--- config.mk ---
export PLATFORM = sky130hd
export DESIGN_NAME = e203_exu_trap_csr
export DESIGN_NICKNAME = d
export VERILOG_FILES = /design/src/rtl/e203_csr_pkg.sv /design/src/rtl/e203_trap_csr_reg.sv /design/src/rtl/e203_exu_trap_csr.sv
export SDC_FILE = /design/constraint.sdc
export NUM_CORES = 1
export LEC_CHECK = 0
export ABC_CLOCK_PERIOD_IN_PS = 3100
export CAP_MARGIN = 5
export CELL_PAD_IN_SITES_DETAIL_PLACEMENT = 0
export CELL_PAD_IN_SITES_GLOBAL_PLACEMENT = 2
export CORE_MARGIN = 4
export CORE_UTILIZATION = 22
export CTS_CLUSTER_SIZE = 28
export DETAILED_ROUTE_END_ITERATION = 16
export MAX_ROUTING_LAYER = met4
export PLACE_DENSITY = 0.82
export SLEW_MARGIN = 25
export SYNTH_ARGS = -nofsm -noshare
export SYNTH_HDL_FRONTEND = slang
export SYNTH_SLANG_ARGS = --single-unit
--- constraint.sdc ---
create_clock -name clk -period 3.1 [get_ports clk]
set_input_delay 0.62 -clock clk [delete_from_list [all_inputs] [get_ports clk]]
set_output_delay 0.62 -clock clk [all_outputs]
set_load 0.03 [all_outputs]
--- src/rtl/e203_csr_pkg.sv ---
// Shared constants for the EXU trap-state CSR file.
package e203_csr_pkg;

  localparam int unsigned CSR_IDX_W = 12;

  // CSR addresses
  localparam logic [CSR_IDX_W-1:0] CSR_MSTATUS = 12'h300;
  localparam logic [CSR_IDX_W-1:0] CSR_MTVEC   = 12'h305;
  localparam logic [CSR_IDX_W-1:0] CSR_MEPC    = 12'h341;
  localparam logic [CSR_IDX_W-1:0] CSR_MCAUSE  = 12'h342;
  localparam logic [CSR_IDX_W-1:0] CSR_MTVAL   = 12'h343;
  localparam logic [CSR_IDX_W-1:0] CSR_DCSR    = 12'h7B0;
  localparam logic [CSR_IDX_W-1:0] CSR_DPC     = 12'h7B1;

  // mstatus field positions
  localparam int unsigned MSTATUS_MIE    = 3;
  localparam int unsigned MSTATUS_MPIE   = 7;
  localparam int unsigned MSTATUS_MPP_LO = 11;
  localparam int unsigned MSTATUS_MPP_HI = 12;
  localparam logic [1:0]  MSTATUS_MPP_VAL = 2'b11;

  // mcause: interrupt flag plus a 5-bit exception code
  localparam int unsigned MCAUSE_CODE_W = 5;

  // dcsr layout
  localparam int unsigned DCAUSE_W       = 3;
  localparam int unsigned DCSR_DCAUSE_LO = 6;
  localparam int unsigned DCSR_VER_W     = 4;
  localparam logic [3:0]  DCSR_XDEBUGVER = 4'h4;
  localparam logic [1:0]  DCSR_PRV       = 2'b11;

  typedef enum logic [DCAUSE_W-1:0] {
    DCAUSE_NONE    = 3'd0,
    DCAUSE_EBREAK  = 3'd1,
    DCAUSE_TRIGGER = 3'd2,
    DCAUSE_HALTREQ = 3'd3,
    DCAUSE_STEP    = 3'd4,
    DCAUSE_HALT    = 3'd5
  } dcause_e;

  // dcsr/dpc are only reachable while the core is in debug mode
  function automatic logic is_dbg_csr(input logic [CSR_IDX_W-1:0] idx);
    return (idx == CSR_DCSR) || (idx == CSR_DPC);
  endfunction

endpackage

--- src/rtl/e203_trap_csr_reg.sv ---
// Width-parametrised enable flop with synchronous active-low reset.
module e203_trap_csr_reg #(
  parameter int unsigned W       = 1,
  parameter logic [W-1:0] RST_VAL = '0
) (
  input  logic         clk,
  input  logic         rst_n,
  input  logic         ena,
  input  logic [W-1:0] d,
  output logic [W-1:0] q
);

  // Reset dominates; otherwise load on enable
  always_ff @(posedge clk) begin
    if (!rst_n) begin
      q <= RST_VAL;
    end else if (ena) begin
      q <= d;
    end
  end

endmodule

--- src/rtl/e203_exu_trap_csr.sv ---
// Trap-state CSRs (mstatus/mtvec/mepc/mcause/mtval/dcsr/dpc) and debug-mode flag.
module e203_exu_trap_csr
  import e203_csr_pkg::*;
#(
  parameter int unsigned XLEN    = 32,
  parameter int unsigned PC_SIZE = 32
) (
  input  logic                 clk,
  input  logic                 rst_n,
  input  logic                 cmt_epc_ena,
  input  logic                 cmt_cause_ena,
  input  logic                 cmt_badaddr_ena,
  input  logic                 cmt_status_ena,
  input  logic [PC_SIZE-1:0]   cmt_epc,
  input  logic [XLEN-1:0]      cmt_cause,
  input  logic [XLEN-1:0]      cmt_badaddr,
  input  logic                 cmt_dpc_ena,
  input  logic [PC_SIZE-1:0]   cmt_dpc,
  input  logic                 cmt_dcause_ena,
  input  logic [DCAUSE_W-1:0]  cmt_dcause,
  input  logic                 cmt_mret_ena,
  input  logic                 cmt_dret_ena,
  input  logic                 csr_ena,
  input  logic                 csr_wr_en,
  input  logic                 csr_rd_en,
  input  logic [CSR_IDX_W-1:0] csr_idx,
  input  logic [XLEN-1:0]      wbck_csr_dat,
  output logic [XLEN-1:0]      read_csr_dat,
  output logic                 csr_access_ilgl,
  output logic [PC_SIZE-1:0]   csr_mtvec_r,
  output logic [PC_SIZE-1:0]   csr_mepc_r,
  output logic [PC_SIZE-1:0]   csr_dpc_r,
  output logic                 status_mie_r,
  output logic                 dbg_mode
);

  logic                     csr_wr;
  logic [PC_SIZE-1:0]       wdat_pc;
  logic                     wr_mstatus, wr_mtvec, wr_mepc, wr_mcause, wr_mtval, wr_dpc;

  logic                     mpie_r;
  logic                     mcause_irq_r;
  logic [MCAUSE_CODE_W-1:0] mcause_code_r;
  logic [XLEN-1:0]          mtval_r;
  logic [DCAUSE_W-1:0]      dcause_r;

  logic                     mie_ena, mie_nxt, mpie_nxt;
  logic                     mepc_ena, mcause_ena, mtval_ena, dpc_ena, dbg_ena;
  logic [PC_SIZE-1:0]       mtvec_nxt, mepc_nxt, dpc_nxt;
  logic                     mcause_irq_nxt;
  logic [MCAUSE_CODE_W-1:0] mcause_code_nxt;
  logic [XLEN-1:0]          mtval_nxt;

  logic                     unused_bits;

  assign csr_wr  = csr_ena & csr_wr_en;
  assign wdat_pc = PC_SIZE'(wbck_csr_dat);

  // Decode the CSR write target; debug CSRs are write-protected outside debug mode
  always_comb begin
    wr_mstatus = 1'b0;
    wr_mtvec   = 1'b0;
    wr_mepc    = 1'b0;
    wr_mcause  = 1'b0;
    wr_mtval   = 1'b0;
    wr_dpc     = 1'b0;
    if (csr_wr) begin
      case (csr_idx)
        CSR_MSTATUS: wr_mstatus = 1'b1;
        CSR_MTVEC:   wr_mtvec   = 1'b1;
        CSR_MEPC:    wr_mepc    = 1'b1;
        CSR_MCAUSE:  wr_mcause  = 1'b1;
        CSR_MTVAL:   wr_mtval   = 1'b1;
        CSR_DPC:     wr_dpc     = dbg_mode;
        default:     ;
      endcase
    end
  end

  // Next-value muxes: commit strobes take precedence over a colliding CSR write
  always_comb begin
    mie_ena  = cmt_status_ena | cmt_mret_ena | wr_mstatus;
    mie_nxt  = wbck_csr_dat[MSTATUS_MIE];
    mpie_nxt = wbck_csr_dat[MSTATUS_MPIE];
    if (cmt_status_ena) begin
      mie_nxt  = 1'b0;
      mpie_nxt = status_mie_r;
    end else if (cmt_mret_ena) begin
      mie_nxt  = mpie_r;
      mpie_nxt = 1'b1;
    end

    mtvec_nxt = {wdat_pc[PC_SIZE-1:2], 2'b00};

    mepc_ena = cmt_epc_ena | wr_mepc;
    mepc_nxt = cmt_epc_ena ? {cmt_epc[PC_SIZE-1:1], 1'b0} : {wdat_pc[PC_SIZE-1:1], 1'b0};

    mcause_ena      = cmt_cause_ena | wr_mcause;
    mcause_irq_nxt  = cmt_cause_ena ? cmt_cause[XLEN-1] : wbck_csr_dat[XLEN-1];
    mcause_code_nxt = cmt_cause_ena ? cmt_cause[MCAUSE_CODE_W-1:0]
                                    : wbck_csr_dat[MCAUSE_CODE_W-1:0];

    mtval_ena = cmt_badaddr_ena | wr_mtval;
    mtval_nxt = cmt_badaddr_ena ? cmt_badaddr : wbck_csr_dat;

    dpc_ena = cmt_dpc_ena | wr_dpc;
    dpc_nxt = cmt_dpc_ena ? {cmt_dpc[PC_SIZE-1:1], 1'b0} : {wdat_pc[PC_SIZE-1:1], 1'b0};

    // Debug entry wins over a simultaneous dret
    dbg_ena = cmt_dpc_ena | cmt_dret_ena;
  end

  e203_trap_csr_reg #(.W(1)) u_mie (
    .clk(clk), .rst_n(rst_n), .ena(mie_ena), .d(mie_nxt), .q(status_mie_r)
  );

  e203_trap_csr_reg #(.W(1)) u_mpie (
    .clk(clk), .rst_n(rst_n), .ena(mie_ena), .d(mpie_nxt), .q(mpie_r)
  );

  e203_trap_csr_reg #(.W(PC_SIZE)) u_mtvec (
    .clk(clk), .rst_n(rst_n), .ena(wr_mtvec), .d(mtvec_nxt), .q(csr_mtvec_r)
  );

  e203_trap_csr_reg #(.W(PC_SIZE)) u_mepc (
    .clk(clk), .rst_n(rst_n), .ena(mepc_ena), .d(mepc_nxt), .q(csr_mepc_r)
  );

  e203_trap_csr_reg #(.W(1)) u_mcause_irq (
    .clk(clk), .rst_n(rst_n), .ena(mcause_ena), .d(mcause_irq_nxt), .q(mcause_irq_r)
  );

  e203_trap_csr_reg #(.W(MCAUSE_CODE_W)) u_mcause_code (
    .clk(clk), .rst_n(rst_n), .ena(mcause_ena), .d(mcause_code_nxt), .q(mcause_code_r)
  );

  e203_trap_csr_reg #(.W(XLEN)) u_mtval (
    .clk(clk), .rst_n(rst_n), .ena(mtval_ena), .d(mtval_nxt), .q(mtval_r)
  );

  e203_trap_csr_reg #(.W(PC_SIZE)) u_dpc (
    .clk(clk), .rst_n(rst_n), .ena(dpc_ena), .d(dpc_nxt), .q(csr_dpc_r)
  );

  e203_trap_csr_reg #(.W(DCAUSE_W)) u_dcause (
    .clk(clk), .rst_n(rst_n), .ena(cmt_dcause_ena), .d(cmt_dcause), .q(dcause_r)
  );

  e203_trap_csr_reg #(.W(1)) u_dbg_mode (
    .clk(clk), .rst_n(rst_n), .ena(dbg_ena), .d(cmt_dpc_ena), .q(dbg_mode)
  );

  // Illegal access: debug CSR touched while not in debug mode
  assign csr_access_ilgl = csr_ena & is_dbg_csr(csr_idx) & ~dbg_mode;

  // Combinational read mux from current state
  always_comb begin
    read_csr_dat = '0;
    case (csr_idx)
      CSR_MSTATUS: begin
        read_csr_dat[MSTATUS_MPP_HI:MSTATUS_MPP_LO] = MSTATUS_MPP_VAL;
        read_csr_dat[MSTATUS_MPIE]                  = mpie_r;
        read_csr_dat[MSTATUS_MIE]                   = status_mie_r;
      end
      CSR_MTVEC:  read_csr_dat = XLEN'(csr_mtvec_r);
      CSR_MEPC:   read_csr_dat = XLEN'(csr_mepc_r);
      CSR_MCAUSE: begin
        read_csr_dat[XLEN-1]              = mcause_irq_r;
        read_csr_dat[MCAUSE_CODE_W-1:0]   = mcause_code_r;
      end
      CSR_MTVAL:  read_csr_dat = mtval_r;
      CSR_DCSR: begin
        if (dbg_mode) begin
          read_csr_dat[XLEN-1 -: DCSR_VER_W]          = DCSR_XDEBUGVER;
          read_csr_dat[DCSR_DCAUSE_LO +: DCAUSE_W]    = dcause_r;
          read_csr_dat[1:0]                           = DCSR_PRV;
        end
      end
      CSR_DPC: begin
        if (dbg_mode) read_csr_dat = XLEN'(csr_dpc_r);
      end
      default: ;
    endcase
  end

  // Inputs or bits that carry no state in this block
  assign unused_bits = ^{csr_rd_en, cmt_cause, cmt_epc[0], cmt_dpc[0], wdat_pc[0]};

endmodule
* After elaboration in Yosys (flattened, before gate mapping)
Index checks and enable logic that the tools add are counted.
Storage, ports and cells: register bits after elaboration 138, input bits 188, word-level logic and storage cells 67
Operators by class: eq/ne operators 7, mux-type cells 38, bitwise gates (word level) 11, reduce and logical (&&, ||, !) cells 1
Operators with widths (count):
- two-way mux 32 bit | 4
- == test 12 x 10 -> 1 bit, second input constant | 5
- one-hot mux 15 bit (4 select lines) | 1
- == test 12 x 11 -> 1 bit, second input constant | 2
- one-hot mux 1 bit (5 select lines) | 4
- one-hot mux 2 bit (5 select lines) | 2
- one-hot mux 1 bit (6 select lines) | 3
- two-way mux 1 bit | 17
- one-hot mux 3 bit (5 select lines) | 1
- one-hot mux 2 bit (4 select lines) | 1
- bitwise OR 1 bit | 7
- two-way mux 3 bit | 2
- two-way mux 5 bit | 1
- one-hot mux 1 bit (4 select lines) | 1
- bitwise AND 1 bit | 3
- two-way mux 2 bit | 1
- logical OR 1 bit | 1
- inverter 1 bit | 1

* Logic depth before layout (Yosys ltp)
Gate-level depths: netlist of the first run.
depth in word-level cells 4, depth in mapped cells 8, gate-level depth less buffers 4

* Modules after synthesis
Synthesis of the first run repeated with hierarchy kept, for this count alone.
Second synthesis, totals: cells, all modules 740, area, all modules 7712.4 um2
Modules (own cells, without submodules):
- e203_trap_csr_reg (u_dpc ...) | instances 4, cells an instance 103, area an instance 1243.7 um2, seq. area each 640.6 um2
- e203_exu_trap_csr | instances 1, cells an instance 291, area an instance 2290.9 um2, seq. area each 0.0 um2
- e203_trap_csr_reg (u_mcause_code) | instances 1, cells an instance 16, area an instance 192.7 um2, seq. area each 100.1 um2
- e203_trap_csr_reg (u_dbg_mode ...) | instances 4, cells an instance 3, area an instance 36.3 um2, seq. area each 20.0 um2
- e203_trap_csr_reg (u_dcause) | instances 1, cells an instance 9, area an instance 108.9 um2, seq. area each 60.1 um2

* Worst setup path after synthesis of the first run
No wires, ideal clock.
path kind input -> output, start input csr_idx[1], end output read_csr_dat[19], arrival time 2.590 ns, slack -0.110 ns, cell stages on the path 7, buffers on the path 3, cell sequence buf_4 -> nor4_1 -> nand4_1 -> or2_1 -> clkbuf_1 -> clkbuf_1 -> o21ai_0
On the way: longest elaborated chain between the ends 2, elaborated cells on any way between the ends 5, classes of those cells eq/ne (4); mux (1)
RTL lines:
- start, declared | line e203_exu_trap_csr.sv:26 | input logic [CSR_IDX_W-1:0] csr_idx,
- == test 12 x 11 -> 1 bit / == test 12 x 10 -> 1 bit (equally long branches) | line e203_exu_trap_csr.sv:159 | case (csr_idx)
- one-hot mux 15 bit (4 select lines) * | line e203_exu_trap_csr.sv:159
- end, declared | line e203_exu_trap_csr.sv:28 | output logic [XLEN-1:0] read_csr_dat,
Mark *: on every way between the ends. The rest lies on a longest branch, timed or not.

* Worst setup path after layout of the first run
start input csr_idx[2], end output read_csr_dat[10]
On the way: longest elaborated chain between the ends 2, elaborated cells on any way between the ends 5, classes of those cells eq/ne (4); mux (1)
RTL lines (line):
- == test 12 x 11 -> 1 bit / == test 12 x 10 -> 1 bit (equally long branches) | e203_exu_trap_csr.sv:159
- one-hot mux 2 bit (4 select lines) * | e203_exu_trap_csr.sv:159
Marked as above.

==> results of run 1 <==
[layer usage]
| metal | vias to the layer above | part of all wire (%) |
|---|---|---|
| met5 | - | 0 |
| met2 | 343 | 48 |
| met4 | 0 | 1.3 |
| met3 | 29 | 7.3 |
| met1 | 3862 | 44 |
| li1 | 3818 | - |
[sequential cells by signal, summed over array words and instances (netlist names), 3 cells and up]
| name | cells |
|---|---|
| u_mtvec.q | 30 |
| u_dcause.q | 3 |
| u_mtval.q | 32 |
| u_mepc.q | 31 |
| u_mcause_code.q | 5 |
| u_dpc.q | 31 |
[cells in the mapped netlist, types with 2 or more instances]
cell type / n
nand2_1: 9
buf_1: 2
o21ai_0: 182
clkbuf_1: 73
and3_1: 2
a21oi_1: 102
nor3_1: 35
nor2_1: 39
inv_1: 31
buf_4: 5
buf_2: 10
nand4_1: 6
nor4bb_1: 2
nor4_4: 3
dfxtp_1: 136
a211oi_1: 31
o221ai_1: 3
a22oi_1: 6
a221o_1: 4
clkinv_1: 2
o22ai_1: 2
and4_1: 3
nor3b_1: 2
o2bb2ai_1: 3
nand4b_1: 2
o211ai_1: 4
nand3_1: 34
mux2i_1: 48
buf_6: 5
mux2_2: 3
nand2b_1: 2
a31oi_1: 32
a222oi_1: 20
[worst paths after layout]
| check | slack (ns) | cells after the start | endpoint |
|---|---|---|---|
| min | 0.50 | 2 | u_mtvec.q[31]$_SDFFE_PN0P_ |
| max | 0.09 | 9 | read_csr_dat[10] |
| max reg2reg | 1.53 | 5 | u_dpc.q[3]$_SDFFE_PN0P_ |
| min reg2reg | 0.50 | 2 | u_mtvec.q[31]$_SDFFE_PN0P_ |
[worst min-delay path, delay by kind of cell (launching register included)]
kind	cells	cell delay, ns
flops	1	0.32
compound gates	2	0.13
[metrics by stage]
| step | std cells | worst slack, ns | hold WS [ns] |
|---|---|---|---|
| 2_1_floorplan | 865 | -0.110 | 0.456 |
| 3_3_place_gp | 1524 | -0.238 | 0.478 |
| 3_5_place_dp | 1524 | -0.214 | 0.480 |
| 4_1_cts | 1566 | 0.00435 | 0.495 |
| 5_1_grt | 1567 | -0.00513 | 0.520 |
| 6_report | 1567 | 0.0860 | 0.496 |
[what timing repair did]
item,in CTS,in global routing
setup buffers,8,0
endpoints found under the setup margin,30,30
pin swaps,10,6
cloned,2,0
gates resized for setup,53,6
[power groups by stage]
| stage | clock [mW] | sequential, mW | combinational, mW |
|---|---|---|---|
| after global placement | 0 | 1.95 | 0.849 |
| after global routing | 2.17 | 1.92 | 0.923 |
| after floorplan | 0 | 2.04 | 0.273 |
| final | 2.03 | 1.91 | 0.856 |
| after CTS | 2.09 | 1.91 | 0.861 |
| after detailed placement | 0 | 1.95 | 0.853 |
[kinds of logic (layout without fill, tap and decap cells)]
kind of cell / count (synthesis) / count (layout)
compound gates: 395 / 395
buf+inv: 128 / 433
flops: 136 / 136
mux: 51 / 51
other cells: 1 / 5
simple gates: 151 / 151
[area by class of cell]
cell class / count / area share (%)
multi-input cells: 601 / 32.8
repair buffers: 368 / 32.5
flip-flops and latches: 136 / 24.1
well taps: 396 / 4.39
clock buffers: 18 / 3.81
clock inverters: 14 / 1.22
inverters: 33 / 1.10
diodes: 1 / 0.0222
==> results.sh, run 1 <==
export IMPL_synth_seq_cells=136
export IMPL_start_util_pct=22.4
export IMPL_combPwrFrac_pct=17.8
export IMPL_worst_slew_pin_slew_ns=0.858
export IMPL_grt_pass1_wl_um=49400
export IMPL_synth_compound_area_share_pct=33.1
export IMPL_most_common_layout_cells="237 x clkdlybuf4s50_1, 167 x o21ai_0, 136 x dfxtp_1"
export IMPL_synth_fa_ha_area_share_pct=0
export IMPL_worstSetupStartpointType="input pin"
export IMPL_synth_simple_area_share_pct=12.1
export IMPL_yosys_top_cells_area="dfxtp_1 39%, o21ai_0 13%, a21oi_1 7.4%, mux2i_1 7.0%, clkbuf_1 4.0%"
export IMPL_firstDrtPassIters=6
export IMPL_clock_skew_ns=0.0155
export IMPL_p_seq_share_pct=39.8
export IMPL_finalCritPeriodShare_pct=97.2
export IMPL_vias=8052
export IMPL_fillers=3154
export IMPL_ioPinCount=319
export IMPL_synth_seq_area_share_pct=39.4
export IMPL_clkPwrFrac_pct=42.4
export IMPL_hold_viol=0
export IMPL_grt_pass1_vias=8011
export IMPL_synth_top_area_cell="dfxtp_1"
export IMPL_fmax_mhz=332
export IMPL_cp_required_ns=2.48
export IMPL_critPathMaxFanout=7
export IMPL_power_mw=4.80
export IMPL_grt_overflow=0
export IMPL_drt_wl_total_um=33100
export IMPL_yosys_most_used_dff="dfxtp_1"
export IMPL_rsz0062_at_grt="true"
export IMPL_maxCapViolCount=0
export IMPL_route_detailed_drc=0
export IMPL_cp_cell_sequence="clkdlybuf4s15_2 -> buf_6 -> or3b_4 -> nor4_4 -> buf_6 -> buf_12 -> a222oi_1 -> o21ai_1 -> buf_4"
export IMPL_postCtsHoldBufs=0
export IMPL_synth_xor_area_share_pct=0
export IMPL_period_needed_ns=3.01
export IMPL_worstSkewPairLatency_ns=0.43
export IMPL_multi_input_area_sq_um=3700
export IMPL_swShare_pct=29.7
export IMPL_netlist_area_sq_um=6910
export IMPL_r2r_start="u_dbg_mode.q$_SDFFE_PN0P_"
export IMPL_clock_path_buffers=2
export IMPL_p_switching_mw=1.43
export IMPL_synth_mux_area_share_pct=7.44
export IMPL_yosys_warnings=0
export IMPL_rows=64
export IMPL_die_w_um=185
export IMPL_detail_route_wl_per_cell_um=21.2
export IMPL_post_synth_num_cell_types=52
export IMPL_busiest_layer="met2"
export IMPL_avgSynthCellArea_sq_um=8.02
export IMPL_post_dp_cell_area_sq_um=10500
export IMPL_cts_max_level=4
export IMPL_relSlewSlack_pct=42.7
export IMPL_final_common_cell="clkdlybuf4s50_1"
export IMPL_hold_class="flop to flop"
export IMPL_p_int_mw=3.37
export IMPL_critical_path_buf_inv_count=5
export IMPL_grt_start_max_net_pins=63
export IMPL_die_h_um=185
export IMPL_globalplace_congestion=0.835
export IMPL_clk_pin_slew_worst_paths_ns=0.07
export IMPL_dieArea_sq_um=34300
export IMPL_cpPeakStageDelay_ns=0.41
export IMPL_grtUsageMet3_pct=4.10
export IMPL_crit_path_end_kind="output pin"
export IMPL_drtIter0Drc=580
export IMPL_antenna_found_initial=1
export IMPL_cpMostUsedCell="buf_6"
export IMPL_seq_area_sq_um=2720
export IMPL_numCtsBuffers=17
export IMPL_ant_nets=0
export IMPL_io_buffers=285
export IMPL_path_class="input pin to output pin"
export IMPL_p_per_area_nw_per_um2=426
export IMPL_vdd_ir_drop_worst_uv=311
export IMPL_outcome="completed"
export IMPL_area_growth_synth_to_final_pct=63.1
export IMPL_cts_tree="done"
export IMPL_track_usage_pct=19.2
export IMPL_synthArstFlopShare_pct=0
export IMPL_dp_hpwl_um=23200
export IMPL_synth_edf_count=0
export IMPL_stdcell_area_sq_um=11300
export IMPL_drive_gt1_share_pct=15.0
export IMPL_synth_top_family_by_area="compound AO/OA/AOI/OAI gates"
export IMPL_p_leak_nw=4.25
export IMPL_grt_use_met1_pct=24.5
export IMPL_final_util_pct=36.6
export IMPL_critPathTopFamily="buffers and inverters"
export IMPL_syn_inst=862
export IMPL_critical_path_startpoint="csr_idx[2]"
export IMPL_vias_per_cell=5.14
export IMPL_totalNegativeSetupSlack_ns=0
export IMPL_min_from="u_mtvec.q[31]$_SDFFE_PN0P_"
export IMPL_synth_top_area_share_pct=39.4
export IMPL_cpMaxStageDelayCell="or3b_4"
export IMPL_clkSinkCount=136
export IMPL_fin_nets=1345
export IMPL_core_area_sq_um=30800
export IMPL_use_met2_pct=31.5
export IMPL_clockRootBuffer="clkbuf_16"
export IMPL_finalSetupViolCount=0
export IMPL_maxSlewViolCount=0
export IMPL_crit_arrival_ns=2.39
Note: power is estimated with default switching activity, not from simulation.
==> inputs of run 2 (changes only) <==
Settings changed: GPL_TIMING_DRIVEN set to 0.
==> results.sh, run 2 (same netlist as run 1, synthesis figures left out) <==
export IMPL_most_common_layout_cells="240 x clkdlybuf4s50_1, 175 x o21ai_0, 136 x dfxtp_1"
export IMPL_grt_start_max_net_pins=17
export IMPL_start_util_pct=22.4
export IMPL_diodes=0
export IMPL_clkPwrFrac_pct=45.9
export IMPL_p_leak_nw=4.14
export IMPL_crit_path_end_kind="output pin"
export IMPL_globalplace_congestion=0.831
export IMPL_setup_ws_ns=0.00973
export IMPL_place_ws_ns=-2.04
export IMPL_track_usage_pct=23.2
export IMPL_grt_overflow=0
export IMPL_path_class="input pin to output pin"
export IMPL_vias=8431
export IMPL_grt_pass1_wl_um=56900
export IMPL_grt_pass1_vias=8549
export IMPL_min_to="u_mtvec.q[14]$_SDFFE_PN0P_"
export IMPL_dp_hpwl_um=29300
export IMPL_antenna_found_initial=0
export IMPL_route_detailed_drc=0
export IMPL_clock_path_buffers=2
export IMPL_worstReg2RegEnd="u_dpc.q[16]$_SDFFE_PN0P_"
export IMPL_cts_tree="done"
export IMPL_clkSinkCount=136
export IMPL_fin_nets=1367
export IMPL_area_growth_synth_to_final_pct=61.1
export IMPL_worstSkewPairLatency_ns=0.43
export IMPL_finalCritPeriodShare_pct=99.7
export IMPL_fmax_mhz=324
export IMPL_relSlewSlack_pct=45.6
export IMPL_io_buffers=282
export IMPL_period_needed_ns=3.09
export IMPL_core_area_sq_um=30800
export IMPL_fillers=3261
export IMPL_final_common_cell="clkdlybuf4s50_1"
export IMPL_hold_viol=0
export IMPL_clockRootBuffer="clkbuf_16"
export IMPL_drt_wl_total_um=40300
export IMPL_detail_route_wl_per_cell_um=25.4
export IMPL_cts_max_level=4
export IMPL_worstSetupStartpointType="input pin"
export IMPL_r2r_start="u_dbg_mode.q$_SDFFE_PN0P_"
export IMPL_critPathMaxFanout=9
export IMPL_largest_reg_flops=32
export IMPL_reg_largest_list="u_mtval.q (32), u_dpc.q (31), u_mepc.q (31)"
export IMPL_dieArea_sq_um=34300
export IMPL_die_h_um=185
export IMPL_largest_register="u_mtval.q"
export IMPL_firstDrtPassIters=6
export IMPL_numCtsBuffers=17
export IMPL_p_int_mw=3.73
export IMPL_crit_arrival_ns=2.47
export IMPL_maxSlewViolCount=0
export IMPL_finalSetupViolCount=0
export IMPL_combPwrFrac_pct=17.0
export IMPL_post_dp_cell_area_sq_um=10200
export IMPL_drive_gt1_share_pct=11.2
export IMPL_ant_nets=0
export IMPL_ioPinCount=319
export IMPL_drtIter0Drc=754
export IMPL_swShare_pct=27.9
export IMPL_clk_pin_slew_worst_paths_ns=0.06
export IMPL_worst_slew_pin_slew_ns=0.816
export IMPL_hold_class="flop to flop"
export IMPL_rows=64
export IMPL_cp_required_ns=2.48
export IMPL_min_from="u_mtvec.q[14]$_SDFFE_PN0P_"
export IMPL_p_seq_share_pct=37.1
export IMPL_clock_skew_ns=0.00726
export IMPL_stdcell_area_sq_um=11100
export IMPL_die_w_um=185
export IMPL_vias_per_cell=5.31
export IMPL_r2r_slack_ns=0.95
export IMPL_outcome="completed"
export IMPL_vdd_ir_drop_worst_uv=327
export IMPL_maxCapViolCount=0
export IMPL_min_path_cells=2
export IMPL_p_switching_mw=1.44
export IMPL_p_per_area_nw_per_um2=465
export IMPL_rr_worst_depth=4
export IMPL_rsz0062_at_grt="false"
run 2: worst max-delay path, cell delays in order:
cell,delay [ns]
buf_4,0.17
nor4_2,0.33
nand4_1,0.24
or2_4,0.38
clkbuf_16,0.20
o211ai_1,0.29
buf_4,0.22
run 2: stage by stage:
stage	power [mW]	setup TNS [ns]	hold WS (ns)	std cells	utilization, %
2_1_floorplan	2.32	-1.63	0.456	865	-
3_3_place_gp	2.82	-67.40	0.477	1543	33.2
5_1_grt	5.34	0	0.526	1588	36.1
4_1_cts	5.20	-0.00670	0.494	1587	36.1
6_report	5.17	0	0.495	1588	36.1
3_5_place_dp	2.82	-67.82	0.485	1543	33.2
run 2: how the worst max path moves through the flow:
| stage | from | to | slack, ns |
|---|---|---|---|
| 6_report | csr_idx[1] | read_csr_dat[12] | 0.01 |
| 5_1_grt | csr_idx[1] | read_csr_dat[12] | 0.002 |
| 4_1_cts | csr_idx[3] | read_csr_dat[12] | -0.007 |
| 3_5_place_dp | csr_idx[6] | read_csr_dat[26] | -2.04 |
| 3_3_place_gp | csr_idx[6] | read_csr_dat[26] | -2.11 |
| 2_1_floorplan | csr_idx[1] | read_csr_dat[19] | -0.11 |
run 2: layer usage:
| metal | routed length (um) | vias to the layer above | track usage, % |
|---|---|---|---|
| met3 | 3350 | 52 | 5.87 |
| met2 | 18900 | 420 | 37.6 |
| met5 | 0 | - | - |
| li1 | - | 3868 | - |
| met4 | 1050 | 0 | 6.84 |
| met1 | 17000 | 4091 | 28.7 |
run 2: power by group through the flow:
stage	Sequential, mW	Clock (mW)	Combinational, mW
floorplan	2.04	0	0.273
global placement	1.95	0	0.864
detailed placement	1.96	0	0.867
CTS	1.92	2.40	0.881
global route	1.93	2.47	0.943
finish	1.92	2.37	0.880
run 2: cell type report:
class	count	area (sq um)	area share (%)
Multi-Input combinational cell	601	3730	33.5
Tap cell	396	495	4.45
Sequential cell	136	2720	24.4
Inverter	33	124	1.11
Clock buffer	21	470	4.22
Timing Repair Buffer	298	2840	25.5
Buffer	92	562	5.04
Clock inverter	11	194	1.74
run 2: what timing repair did:
| item | 4_1_cts | 5_1_grt |
|---|---|---|
| buffers inserted | 11 | 1 |
| gates resized for setup | 269 | 8 |
| setup endpoints to repair | 33 | 31 |
| gates cloned | 4 | 0 |
| pin swaps | 7 | 5 |
| hold buffers | 0 | 0 |
==> inputs of run 3 (changes only) <==
Settings changed: ABC_AREA set to 1, CORE_UTILIZATION 22 to 21, PLACE_DENSITY 0.82 to 0.84.
==> results.sh, run 3 <==
export IMPL_crit_cells=11
export IMPL_synth_top_area_cell="dfxtp_1"
export IMPL_critical_path_startpoint="csr_idx[7]"
export IMPL_multi_input_area_sq_um=3790
export IMPL_critPathCapture="read_csr_dat[27]"
export IMPL_cp_cell_sequence="clkdlybuf4s50_1 -> inv_1 -> nor2_1 -> nand2_1 -> nor2_4 -> nand3_4 -> inv_2 -> buf_6 -> nand2_1 -> nand4_1 -> clkbuf_4"
export IMPL_worstSetupStartpointType="input pin"
export IMPL_netlist_area_sq_um=7090
export IMPL_critPathMaxFanout=10
export IMPL_cts_tree="done"
export IMPL_ioPinCount=319
export IMPL_instances_no_fill=1901
export IMPL_rr_worst_depth=6
export IMPL_r2r_start="u_dbg_mode.q$_SDFFE_PN0P_"
export IMPL_synth_seq_cells=136
export IMPL_final_util_pct=33.6
export IMPL_routedLengthMet1_um=18700
export IMPL_relSlewSlack_pct=36.8
export IMPL_p_leak_nw=4.73
export IMPL_post_synth_num_cell_types=28
export IMPL_cpPeakStageDelay_ns=0.48
export IMPL_avgSynthCellArea_sq_um=6.33
export IMPL_synth_edf_count=0
export IMPL_clkSinkCount=136
export IMPL_worstReg2RegEnd="u_dpc.q[13]$_SDFFE_PN0P_"
export IMPL_rows=67
export IMPL_met3WireLength_um=3320
export IMPL_synth_common_cells="310 x nand2_1, 181 x nor2_1, 176 x o21ai_0, 136 x dfxtp_1, 68 x inv_1"
export IMPL_crit_path_end_kind="output pin"
export IMPL_drt_wl_total_um=43700
export IMPL_crit_arrival_ns=2.42
export IMPL_fmax_mhz=329
export IMPL_track_usage_pct=23.6
export IMPL_hold_viol=0
export IMPL_cpMaxStageDelayCell="clkdlybuf4s50_1"
export IMPL_period_needed_ns=3.04
export IMPL_grt_overflow=0
export IMPL_maxSlewViolCount=0
export IMPL_hold_class="flop to flop"
export IMPL_synth_top_area_share_pct=38.4
export IMPL_p_per_area_nw_per_um2=445
export IMPL_synth_most_common_cell="nand2_1"
export IMPL_routed_wl_met2_um=20600
export IMPL_grt_start_max_net_pins=17
export IMPL_finalSetupViolCount=0
export IMPL_cpMostUsedCell="nand2_1"
export IMPL_critical_path_buf_inv_count=5
export IMPL_vias_per_cell=4.75
export IMPL_yosys_most_used_dff="dfxtp_1"
export IMPL_seq_area_sq_um=2720
export IMPL_antenna_found_initial=0
export IMPL_grt_pass1_wl_um=60000
export IMPL_outcome="completed"
export IMPL_vias=9021
export IMPL_largest_reg_flops=32
export IMPL_yosys_top_cells_area="dfxtp_1 38%, nand2_1 16%, o21ai_0 12%, nor2_1 9.6%, a21oi_1 4.4%"
export IMPL_numCtsBuffers=17
export IMPL_ant_nets=0
export IMPL_detail_route_wl_per_cell_um=23.0
export IMPL_finalCritPeriodShare_pct=98.1
export IMPL_firstDrtPassIters=5
export IMPL_die_w_um=192
export IMPL_postCtsHoldBufs=0
export IMPL_maxCapViolCount=0
export IMPL_critPathTopFamily="buffers and inverters"
export IMPL_topRoutingLayerUsed="met4"
export IMPL_area_growth_synth_to_final_pct=58.7
export IMPL_cts_max_level=4
export IMPL_worstSkewPairLatency_ns=0.43
export IMPL_clockRootBuffer="clkbuf_16"
export IMPL_route_detailed_drc=0
export IMPL_yosys_warnings=0
export IMPL_fin_nets=1627
export IMPL_rsz0062_at_grt="true"
export IMPL_drtIter0Drc=682
export IMPL_start_util_pct=21.2
export IMPL_path_class="input pin to output pin"
export IMPL_dieArea_sq_um=36800
export IMPL_die_h_um=192
export IMPL_min_from="u_mcause_code.q[3]$_SDFFE_PN0P_"
export IMPL_vdd_ir_drop_worst_uv=385
export IMPL_clk_pin_slew_worst_paths_ns=0.07
export IMPL_dp_hpwl_um=31900
export IMPL_synthArstFlopShare_pct=0
export IMPL_grt_pass1_vias=8679
export IMPL_totalNegativeSetupSlack_ns=0
export IMPL_placed_cells=1854
export IMPL_clock_path_buffers=2
export IMPL_syn_inst=1121
export IMPL_most_common_layout_cells="307 x nand2_1, 248 x clkdlybuf4s50_1, 180 x nor2_1"
export IMPL_final_common_cell="nand2_1"
export IMPL_r2r_slack_ns=1.56
export IMPL_io_buffers=282
export IMPL_worst_slew_pin_slew_ns=0.948
export IMPL_largest_register="u_mtval.q"
export IMPL_clock_skew_ns=0.00996
export IMPL_core_area_sq_um=33400
export IMPL_synth_seq_area_share_pct=38.4
export IMPL_reg_largest_list="u_mtval.q (32), u_dpc.q (31), u_mepc.q (31)"
export IMPL_fillers=3703
export IMPL_cp_required_ns=2.48
export IMPL_globalplace_congestion=0.878
export IMPL_drive_gt1_share_pct=9.92
## run 3: how the worst min path moves through the flow
stage	endpoint	slack [ns]	cells past startpoint
after floorplan	u_dcause.q[1]$_SDFFE_PN0P_	0.46	2
after global placement	u_mcause_code.q[4]$_SDFFE_PN0P_	0.48	2
after detailed placement	u_mcause_code.q[4]$_SDFFE_PN0P_	0.48	2
after CTS	u_mcause_code.q[4]$_SDFFE_PN0P_	0.48	2
after global routing	u_mcause_code.q[3]$_SDFFE_PN0P_	0.52	2
final	u_mcause_code.q[3]$_SDFFE_PN0P_	0.48	2
## run 3: layout make-up
class / count / area share (%)
tap: 448 / 4.98
buffer: 75 / 4.30
inverter: 74 / 2.58
antenna: 1 / 0.0222
clock buffer: 18 / 3.81
multi-input combinational: 839 / 33.7
clock inverter: 14 / 1.53
timing repair buffer: 296 / 24.9
sequential: 136 / 24.2
## run 3: what timing repair did
action	4_1_cts	5_1_grt
setup endpoints to repair	33	32
resized for setup	184	45
buffers inserted	8	6
pin swaps	4	3
## run 3: logic make-up after synthesis
logic type             synth area share (%)
AO/OA/AOI/OAI                          17.1
other                                0.0529
flip-flops                             38.4
AND/OR/NAND/NOR                        35.2
buffers and inverters                  9.28
## run 3: report_power, final
part / total (mW) / switching (mW) / internal [mW]
combinational: 0.923 / 0.533 / 0.389
sequential: 1.91 / 0.0715 / 1.84
clock: 2.17 / 0.898 / 1.27
## run 3: metrics by stage
| stage | power (mW) | setup slack [ns] | hold WS (ns) | instance area (sq um) |
|---|---|---|---|---|
| floorplan | 2.34 | 0.726 | 0.463 | 7100 |
| detailed placement | 2.86 | -0.981 | 0.476 | 10500 |
| global route | 5.16 | -0.0110 | 0.516 | 11300 |
| finish | 5.00 | 0.0586 | 0.483 | 11300 |
| CTS | 5.00 | -0.00547 | 0.485 | 11200 |
| global placement | 2.86 | -1.01 | 0.477 | 10500 |
## run 3: tightest hold or removal path, cell delays in order (launching register included)
cell and delay [ns]:
dfxtp_1 0.31, nand3_1 0.07, a21oi_1 0.06
## run 3: layer usage
metal | GRT usage, % | vias to the layer above
met3 | 4.63 | 67
met2 | 38.7 | 449
met4 | 6.49 | 0
met1 | 29.7 | 4247
li1 | - | 4258
met5 | - | -
